==> src/rtl/pipe_pkg.sv <==
// Shared types and constants for the MIPS pipeline front-end.
package pipe_pkg;

  typedef enum logic [1:0] {
    RUN  = 2'd0,
    MDU  = 2'd1,
    HALT = 2'd2
  } state_t;

  localparam logic [31:0] RESET_VEC = 32'h0000_0000;
  localparam logic [31:0] EXC_VEC   = 32'h0000_0180;
  localparam logic [31:0] NOP       = 32'h0000_0000;

endpackage

==> src/rtl/pc_stall_counter.sv <==
// Loadable 8-bit down-counter timing the multiply/divide stall window.
module pc_stall_counter (
  input  logic       clk,
  input  logic       rst,
  input  logic       i_load,
  input  logic [7:0] i_load_val,
  input  logic       i_dec,
  output logic       o_zero,
  output logic       o_last
);

  logic [7:0] r_cnt;

  assign o_zero = (r_cnt == 8'd0);
  assign o_last = (r_cnt == 8'd1);

  // Load takes priority over decrement; the count saturates at zero.
  always_ff @(posedge clk) begin
    if (rst) begin
      r_cnt <= '0;
    end else if (i_load) begin
      r_cnt <= i_load_val;
    end else if (i_dec && !o_zero) begin
      r_cnt <= r_cnt - 8'd1;
    end
  end

endmodule

==> src/rtl/pc_sequencer.sv <==
// PC sequencer: arbitrates redirects, stalls and flushes for the fetch stage.
module pc_sequencer #(
  parameter logic [31:0] RESET_VEC  = pipe_pkg::RESET_VEC,
  parameter logic [31:0] EXC_VEC    = pipe_pkg::EXC_VEC,
  parameter int unsigned MDU_CYCLES = 32  // valid range 1..255
) (
  input  logic        clk,
  input  logic        rst,
  input  logic [31:0] pc,
  input  logic        jump,
  input  logic [31:0] jump_target,
  input  logic        branch_taken,
  input  logic [31:0] branch_target,
  input  logic        load_use,
  input  logic        mdu_start,
  input  logic        exc_req,
  input  logic [31:0] exc_pc,
  input  logic        halt_req,
  output logic [31:0] npc,
  output logic        wpc,
  output logic        wir,
  output logic        flush_ifid,
  output logic        flush_idex,
  output logic [31:0] epc,
  output logic        busy,
  output logic        halted
);

  import pipe_pkg::*;

  localparam logic [7:0] MDU_LOAD  = 8'(MDU_CYCLES - 1);
  localparam bit         MDU_MULTI = (MDU_CYCLES > 1);

  state_t      r_state;
  state_t      w_next_state;
  logic [31:0] r_epc;
  logic        w_epc_we;
  logic        w_cnt_load;
  logic [7:0]  w_cnt_load_val;
  logic        w_cnt_dec;
  logic        w_cnt_zero;
  logic        w_cnt_last;

  // The start cycle is the first stall cycle, so the MDU state lasts
  // MDU_CYCLES-1 cycles and is left as the count steps down to zero.
  pc_stall_counter u_stall_cnt (
    .clk        (clk),
    .rst        (rst),
    .i_load     (w_cnt_load),
    .i_load_val (w_cnt_load_val),
    .i_dec      (w_cnt_dec),
    .o_zero     (w_cnt_zero),
    .o_last     (w_cnt_last)
  );

  // Same-cycle redirect/stall/flush decisions and next-state selection.
  always_comb begin
    npc            = pc;
    wpc            = 1'b0;
    wir            = 1'b0;
    flush_ifid     = 1'b0;
    flush_idex     = 1'b0;
    busy           = 1'b0;
    halted         = 1'b0;
    w_next_state   = r_state;
    w_epc_we       = 1'b0;
    w_cnt_load     = 1'b0;
    w_cnt_load_val = '0;
    w_cnt_dec      = 1'b0;
    if (rst) begin
      npc        = RESET_VEC;
      wpc        = 1'b1;
      flush_ifid = 1'b1;
      flush_idex = 1'b1;
    end else begin
      case (r_state)
        RUN: begin
          if (exc_req) begin
            npc        = EXC_VEC;
            wpc        = 1'b1;
            flush_ifid = 1'b1;
            flush_idex = 1'b1;
            w_epc_we   = 1'b1;
          end else if (branch_taken) begin
            npc        = branch_target;
            wpc        = 1'b1;
            flush_ifid = 1'b1;
            flush_idex = 1'b1;
          end else if (mdu_start) begin
            flush_idex     = 1'b1;
            w_cnt_load     = 1'b1;
            w_cnt_load_val = MDU_LOAD;
            if (MDU_MULTI) begin
              w_next_state = MDU;
            end
          end else if (halt_req) begin
            flush_idex   = 1'b1;
            w_next_state = HALT;
          end else if (jump) begin
            npc        = jump_target;
            wpc        = 1'b1;
            flush_ifid = 1'b1;
          end else if (load_use) begin
            flush_idex = 1'b1;
          end else begin
            npc = pc + 32'd4;
            wpc = 1'b1;
            wir = 1'b1;
          end
        end
        MDU: begin
          busy = 1'b1;
          if (exc_req) begin
            npc            = EXC_VEC;
            wpc            = 1'b1;
            flush_ifid     = 1'b1;
            flush_idex     = 1'b1;
            w_epc_we       = 1'b1;
            w_next_state   = RUN;
            w_cnt_load     = 1'b1;
            w_cnt_load_val = '0;
          end else begin
            flush_idex = 1'b1;
            w_cnt_dec  = 1'b1;
            if (w_cnt_last || w_cnt_zero) begin
              w_next_state = RUN;
            end
          end
        end
        HALT: begin
          halted     = 1'b1;
          flush_idex = 1'b1;
        end
        default: begin
          w_next_state = RUN;
        end
      endcase
    end
  end

  // State and exception-PC registers.
  always_ff @(posedge clk) begin
    if (rst) begin
      r_state <= RUN;
      r_epc   <= '0;
    end else begin
      r_state <= w_next_state;
      if (w_epc_we) begin
        r_epc <= exc_pc;
      end
    end
  end

  assign epc = r_epc;

endmodule

==> config.mk <==
export PLATFORM = sky130hd
export DESIGN_NAME = pc_sequencer
export DESIGN_NICKNAME = d
export VERILOG_FILES = /design/src/rtl/pipe_pkg.sv /design/src/rtl/pc_stall_counter.sv /design/src/rtl/pc_sequencer.sv
export SDC_FILE = /design/constraint.sdc
export NUM_CORES = 1
export LEC_CHECK = 0
export BUFFER_PORTS_ARGS = -buffer_cell sky130_fd_sc_hd__buf_2
export CORE_MARGIN = 2
export CORE_UTILIZATION = 47
export DETAILED_ROUTE_END_ITERATION = 8
export PLACE_DENSITY = 0.89
export SYNTH_ARGS = -nofsm -noshare
export SYNTH_HDL_FRONTEND = slang
export SYNTH_SLANG_ARGS = --single-unit
==> constraint.sdc <==
create_clock -name clk -period 2.3 [get_ports clk]
set_input_delay 0.115 -clock clk [delete_from_list [all_inputs] [get_ports clk]]
set_output_delay 0.115 -clock clk [all_outputs]
set_load 0.05 [all_outputs]
**After elaboration in Yosys (flattened, before gate mapping)**

Cells that the tools add are included.

- Bitwise operators: 1
- Add/subtract/negate cells: 2
- Eq/ne operators: 7
- Multiplexer cells: 67
- Reduce and logical (&&, ||, !) cells: 9

Operator list:

| kind | count |
|---|---|
| $mux 32 | 8 |
| $pmux 32 s2 | 1 |
| $mux 1 | 41 |
| $add 32x3->32 const B | 1 |
| $mux 5 | 4 |
| $mux 8 | 2 |
| $mux 2 | 6 |
| $eq 8x1->1 const B | 1 |
| $logic_not 8->1 | 1 |
| $pmux 1 s2 | 4 |
| $sub 8x1->8 const B | 1 |
| $ne 3x3->1 const B | 2 |
| $pmux 2 s3 | 1 |
| $reduce_and 5->1 | 1 |
| $ne 2x2->1 const B | 2 |
| $reduce_or 2->1 | 2 |
| $eq 2x1->1 const B | 1 |
| $eq 2x2->1 const B | 1 |
| $logic_not 2->1 | 1 |
| $reduce_bool 2->1 | 1 |
| $logic_and 1x1->1 | 1 |
| $logic_not 1->1 | 1 |
| $logic_or 1x1->1 | 1 |
| $not 1->1 | 1 |

- Logic and storage cells: 89
- Bits of input ports: 136
- Output and inout port bits: 70
- Register bits after elaboration: 42

**Longest topological paths before layout**

Gate-level depths: netlist (run 1).

- Word-level depth: 9
- Mapped depth: 9

**Hierarchy**

Synthesis (run 1) repeated with hierarchy kept, for this count alone.

- Cell total of the unflattened synthesis: 523
- Area total of the unflattened synthesis: 3792.4 um2

Modules (own cells, without submodules):

| module | cells an instance | area an instance (um2) | seq. area each (um2) | times used |
|---|---|---|---|---|
| pc_sequencer | 461 | 3268.1 | 680.7 | 1 |
| pc_stall_counter | 62 | 524.3 | 160.2 | 1 |

**Worst setup path after synthesis (run 1)**

OpenSTA, ideal clock, no wires.

- Kind: register to output
- From: register r_state[0]
- To: output npc[15]
- Stages on the path, launching flop included: 7
- Path slack: -1.718 ns
- Data arrival time: 3.903 ns
- Path through: dfxtp_1 > inv_1 > ha_1 > mux2i_1 > nor3_1 > and3_1 > a2111oi_0

- Cells in the longest elaborated chain, start to end: 3

Ends and longest elaborated chain:

| what | RTL line | text |
|---|---|---|
| start, declared | pc_sequencer.sv:34 | `state_t r_state;` |
| start signal, assigned | pc_sequencer.sv:147 | `r_state <= w_next_state;` |
| $eq 2x1->1 / $logic_not 2->1 (equally long branches) | pc_sequencer.sv:76 | `case (r_state)` |
| $pmux 32 s2 * | pc_sequencer.sv:76 |  |
| $mux 32 * | pc_sequencer.sv:70 | `if (rst) begin` |
| end, declared | pc_sequencer.sv:19 | `output logic [31:0] npc,` |

Mark *: on every way between the ends. The rest lies on a longest branch, timed or not.

**Worst setup path after layout (run 1)**

- From: register r_state[0]
- To: output npc[9]

Same word-level chain as after synthesis.

==> results of run 1 <==
through the flow:
stage	instances	hold slack (ns)	setup WS (ns)	power (W)	cell area (µm²)
final	907	0.0155	0.0423	0.00346	5810
after global placement	890	0.307	0.0861	0.00270	5440
after detailed placement	890	0.315	0.0288	0.00273	5440
after global routing	907	0.0253	-0.0503	0.00365	5810
after CTS	901	0.00791	0.0112	0.00337	5630
after floorplan	585	0.224	-0.383	0.00218	4180
synth_stat cells, types with 4 or more instances:
library cell / instances / area [µm²]
buf_2: 7 / 35.0
o21ai_0: 79 / 395
nand3_1: 17 / 85.1
ha_1: 8 / 100
a211oi_1: 4 / 30.0
nand4_1: 8 / 50.1
inv_1: 16 / 60.1
nor3b_1: 5 / 37.5
a32oi_1: 4 / 35.0
nand2_1: 88 / 330
a221oi_1: 4 / 35.0
clkbuf_1: 33 / 124
mux2i_1: 4 / 40.0
dfxtp_1: 42 / 841
and3_1: 7 / 43.8
nor4_1: 10 / 62.6
nor2_1: 42 / 158
o31ai_1: 6 / 45.0
o311ai_0: 4 / 35.0
or3_1: 4 / 25.0
a21oi_1: 23 / 115
a22oi_1: 11 / 82.6
a31oi_1: 11 / 68.8
nor3_1: 19 / 95.1
nand2b_1: 40 / 250
sequential cells by signal (all words and copies together) (netlist names):
name,count
epc,32
r_state,2
u_stall_cnt.r_cnt,8
cells in the final DEF (no fill, tap or decap), types with 7 or more instances in the layout:
cell type  netlist  routed
buf_6            1       9
buf_2            7     191
nand4_1          8       8
nor2_1          42      40
a31oi_1         11       9
and3_1           7       7
nand3_1         17      16
nor3_1          19      12
a21oi_1         23      21
inv_1           16      14
nand2_1         88      87
nor3_2           0       7
dfxtp_1         42      40
a22oi_1         11       9
nand2b_1        40      40
buf_4            1      49
o21ai_0         79      72
layout make-up:
class,instances,area [µm²]
sequential,42,846
clock inverter,3,40.0
timing repair buffer,254,1480
inverter,17,66.3
fill,712,2400
clock buffer,5,68.8
multi-input combinational,481,3180
tap,105,131
per-layer routing:
metal / global-route usage (%) / wire [µm]
met3: 6.66 / 1860
met2: 57.0 / 7600
met4: 12.7 / 339
met5: 0 / 0
met1: 43.8 / 6610
cells by family after synthesis:
family	share of synthesized area (%)
multiplexers	1.28
adder cells (fa/ha/maj)	2.50
buffers and inverters	7.07
AO/OA/AOI/OAI	32.1
XOR/XNOR	1.31
flip-flops	21.0
AND/OR/NAND/NOR	34.7
timing repair:
item,in CTS,in global routing
resized for setup,21,38
gates cloned,0,0
hold buffers,0,0
setup endpoints to repair,26,21
endpoints found under the hold margin,0,0
pin swaps,2,9
setup buffers,3,7
worst reg2reg max path, stage by stage (launching register included):
cell and delay [ns]:
dfxtp_1 0.36, nor4_2 0.48, a31oi_1 0.21, a311oi_1 0.48, mux2_2 0.39, nor2_1 0.09
power by group:
part	internal [W]	total, W	switching [W]
logic	0.000688	0.00203	0.00134
registers	0.000815	0.000870	0.0000549
clock network	0.000319	0.000564	0.000244
worst paths after layout:
| check | endpoint | slack (ns) | cells after the start |
|---|---|---|---|
| min | epc[23]$_SDFFE_PP0P_ | 0.02 | 3 |
| max reg2reg | r_state[0]$_SDFFE_PP0P_ | 0.23 | 5 |
| max | npc[9] | 0.04 | 10 |
| min reg2reg | epc[10]$_SDFFE_PP0P_ | 0.48 | 2 |
==> results_dict.tcl, run 1 <==
set metrics [dict create \
    timing.final.max_slew_violations 0 \
    cts.clk_slew.worst_paths_ns 0.08 \
    ys.flop_type "dfxtp_1" \
    critPathTopFamily "buffers and inverters" \
    drtPass1Iterations 5 \
    timing.max_slew.rel_slack_pct 64.8 \
    insertion_delay_ns 0.29 \
    final.setup.tns_ns 0 \
    hold_violations 0 \
    vias_per_cell 6.05 \
    htree_num_levels 2 \
    max_clock_freq_mhz 443 \
    floorplan.initialDensity_pct 48.7 \
    clock_path_buffers 2 \
    vias 5491 \
    ys_seq_elements 42 \
    grt_pass1_wl_um 24900 \
    final_wirelength_um 16400 \
    tritoncts "yes" \
    portBuffers 205 \
    worst_hold_startpoint "exc_pc[23]" \
    async_sr_flop_fraction_pct 0 \
    power-per-cell-area_nw_per_um2 595 \
    globalRoute.totalOverflow 0 \
    timing.critical_path.arrival_ns 2.14 \
    crit_path_end_kind "primary output" \
    setup_viol 0 \
    cells_after_synthesis 585 \
    run_status "complete, no violations" \
    final_util_pct 70.8 \
    numClockSinks 42 \
    fin_nets 945 \
    tightest_slew_ns 0.514 \
    globalRouteTotalUtil_pct 34.3 \
    grt_setup_unrepaired "true" \
    die_area_um2 9260 \
    grt_start_max_net_pins 65 \
    crit_path_cell_trace "inv_4 -> ha_4 -> mux2i_1 -> buf_4 -> and2_4 -> buf_6 -> a31o_4 -> a32oi_1 -> o211ai_1 -> buf_4" \
    synth_edf_count 0 \
    cts-root-buf "clkbuf_8" \
    cp-start-kind "flip-flop" \
    timing.critical_path.fanout_max 8 \
    slowest_stage "dfxtp_4" \
    floorplan.die.height_um 96.2 \
    post_route_cells_drive_above_1_share_pct 40.5 \
    synth_sequential_area_ratio_pct 21.0 \
    rows 33 \
    layout_worst_path_cycle_share_pct 98.2 \
    gpl.final_weighted_congestion 0.979 \
    syn2layout_area_growth_pct 45.4 \
    crit_path_max_incr_delay_ns 0.37 \
    syn-num-nets 729 \
    pin_count 206 \
    design.core.area_um2 8220 \
    power.ir.vdd_worst_v 0.000588 \
    antenna_fix_cells 0 \
    criticalPathCategory "flip-flop to primary output" \
    drtAntennaViolNets 0 \
    cap_violations 0 \
    finalWorstPathRequiredPeriod_ns 2.26 \
    number_of_antenna_violations_at_the_first_check_in_global_routing 0 \
    final.setup_skew_ns 0.00589 \
    detailed_place_hpwl_um 12500 \
    synth_warnings 0 \
    worstHoldPathType "primary input to flip-flop" \
    first_iter_violations 395 \
    avgRoutedWirePerCell_um 18.1 \
    die_w_um 96.2 \
    post_synth_instance_area_um2 4000 \
    critPathRequiredTime_ns 2.18 \
    worst_r2r_startpoint "u_stall_cnt.r_cnt[2]$_SDFFE_PP0P_" \
    crit_start "r_state[0]$_SDFFE_PP0P_" \
    detail_route.drc_violations 0 \
    most_repeated_library_cell_on_the_critical_path "buf_4" \
    worstPathBufferInverterCount 4 \
    synth_cell_type_count 77 \
    tritoncts.num_buffers 5 \
    first_global_vias 5071 \
    power_leakage_nw 2.53 \
    post_synth.cell_area_avg_um2 6.84 \
]
(Power assumes the default switching activity.)
==> inputs of run 2 (changes only) <==
Settings changed: CORE_UTILIZATION 47 to 50, PLACE_DENSITY 0.89 to 0.93.
Clock period 2.3 ns to 2.7 ns, I/O delays scaled along.
==> results_dict.tcl, run 2 (synthesis gave the netlist of run 1 again) <==
set metrics [dict create \
    run_status "complete, no violations" \
    post_route_cells_drive_above_1_share_pct 34.4 \
    die_w_um 93.4 \
    drtAntennaViolNets 0 \
    globalRouteTotalUtil_pct 32.3 \
    cts.clk_slew.worst_paths_ns 0.09 \
    globalRoute.totalOverflow 0 \
    final.setup_skew_ns 0.00963 \
    insertion_delay_ns 0.29 \
    gpl.final_weighted_congestion 1.01 \
    syn2layout_area_growth_pct 32.3 \
    max_clock_freq_mhz 386 \
    design.core.area_um2 7730 \
    crit_path_end_kind "primary output" \
    detailed_place_hpwl_um 11600 \
    detail_route.drc_violations 0 \
    finalWorstPathRequiredPeriod_ns 2.59 \
    final_util_pct 68.4 \
    timing.max_slew.rel_slack_pct 46.6 \
    cts_post_setup_buffers_inserted 0 \
    portBuffers 205 \
    timing.critical_path.arrival_ns 2.45 \
    vias_per_cell 6.36 \
    htree_num_levels 2 \
    drtPass1Iterations 7 \
    layout_worst_path_cycle_share_pct 95.8 \
    timing.final.max_slew_violations 0 \
    swShare_pct 48.4 \
    critPathRequiredTime_ns 2.57 \
    pin_count 206 \
    fill_cells 640 \
    p_total_w 0.00277 \
    antenna_fix_cells 0 \
    cellInternalPower_w 0.00143 \
    tritoncts.num_buffers 5 \
    cts_hold_buffers 0 \
    vias 5562 \
    clock_path_buffers 2 \
    avgRoutedWirePerCell_um 17.4 \
    netSwitchingPower_w 0.00134 \
    pre_cts_ws_ns 0.290 \
    portion_of_total_power_attributed_to_the_clock_network_pct 17.7 \
    power.ir.vdd_worst_v 0.000470 \
    layout_commonest_cell "buf_2" \
    ff_latch_area_um2 841 \
    largest_register_ff_count 32 \
    numClockSinks 42 \
    sequential_cell_fraction_of_total_power_pct 26.6 \
    grt_start_max_net_pins 65 \
    cts-root-buf "clkbuf_8" \
    rows 32 \
    fin_nets 916 \
    timing.critical_path.fanout_max 4 \
    power.share.combinational_pct 55.6 \
    multi_input_comb_area_um2 2960 \
    tightest_slew_ns 0.796 \
    layout.cells.most_common_list "buf_2 (201), nand2_1 (88), o21ai_0 (75)" \
    criticalPathCategory "flip-flop to primary output" \
    cp-start-kind "flip-flop" \
    number_of_antenna_violations_at_the_first_check_in_global_routing 0 \
    cap_violations 0 \
    first_global_vias 5110 \
    die_area_um2 8730 \
    first_iter_violations 451 \
    power-per-cell-area_nw_per_um2 524 \
    tritoncts "yes" \
    setup_viol 0 \
    floorplan.initialDensity_pct 51.7 \
    floorplan.die.height_um 93.4 \
    post_cts_resize_count 1 \
    final_wirelength_um 15300 \
    worstHoldPathType "primary input to flip-flop" \
    hold_violations 0 \
    grt_pass1_wl_um 23000 \
    post-route-worst-setup-slack_ns 0.112 \
    power_leakage_nw 2.33 \
]
run 2: cell types whose count changed in the layout (fill, tap and decap cells not counted), sizes merged:
cell      previous run  this run
clkinv               3         1
buf                251       222
clkinvlp             0         1
clkbuf               8         9
run 2: final timing paths:
check                                                          to  slack [ns]  cells past startpoint                    start
worst max register to register  u_stall_cnt.r_cnt[7]$_SDFFE_PP0P_        0.49                      8  r_state[1]$_SDFFE_PP0P_
worst min register to register               epc[14]$_SDFFE_PP0P_        0.48                      2     epc[14]$_SDFFE_PP0P_
worst max-delay path                                      npc[15]        0.11                      7  r_state[1]$_SDFFE_PP0P_
worst min-delay path                          epc[9]$_SDFFE_PP0P_        0.03                      3                exc_pc[9]
run 2: metal layers:
layer / GRT usage, % / up-vias / share of wire, %
met2: 54.9 / 475 / 45
met5: 0 / - / 0
met3: 7.66 / 111 / 13
met1: 36.7 / 2449 / 36
li1: - / 2527 / -
met4: 19.2 / 0 / 5.9
run 2: power by group through the flow:
stage | clock network [W] | registers, W | logic (W)
floorplan | 0 | 0.000951 | 0.000865
global placement | 0 | 0.000746 | 0.00146
detailed placement | 0 | 0.000749 | 0.00149
CTS | 0.000503 | 0.000737 | 0.00150
global route | 0.000530 | 0.000746 | 0.00163
finish | 0.000492 | 0.000738 | 0.00154
run 2: area by class of cell:
type | count | share of cell area (%)
well taps | 102 | 2.41
clock buffers | 6 | 1.37
repair buffers | 225 | 22.4
inverters | 17 | 1.21
flip-flops and latches | 42 | 15.9
clock inverters | 2 | 0.710
multi-input cells | 481 | 56.0
run 2: per-stage QoR:
step	hold WS (ns)	setup TNS (ns)	cells	instance area, µm²
detailed placement	0.334	0	867	5150
finish	0.0331	0	875	5290
global placement	0.327	0	867	5150
global route	0.0340	-0.0181	875	5290
CTS	0.0253	0	875	5260
floorplan	0.244	-0.00265	585	4060
run 2: worst max-delay path: stages (launching register included):
cell and delay [ns]:
dfxtp_1 0.35, inv_1 0.12, ha_1 0.20, mux2i_1 0.35, nor3_1 0.16, and3_1 0.23, a2111oi_2 0.41, buf_2 0.34
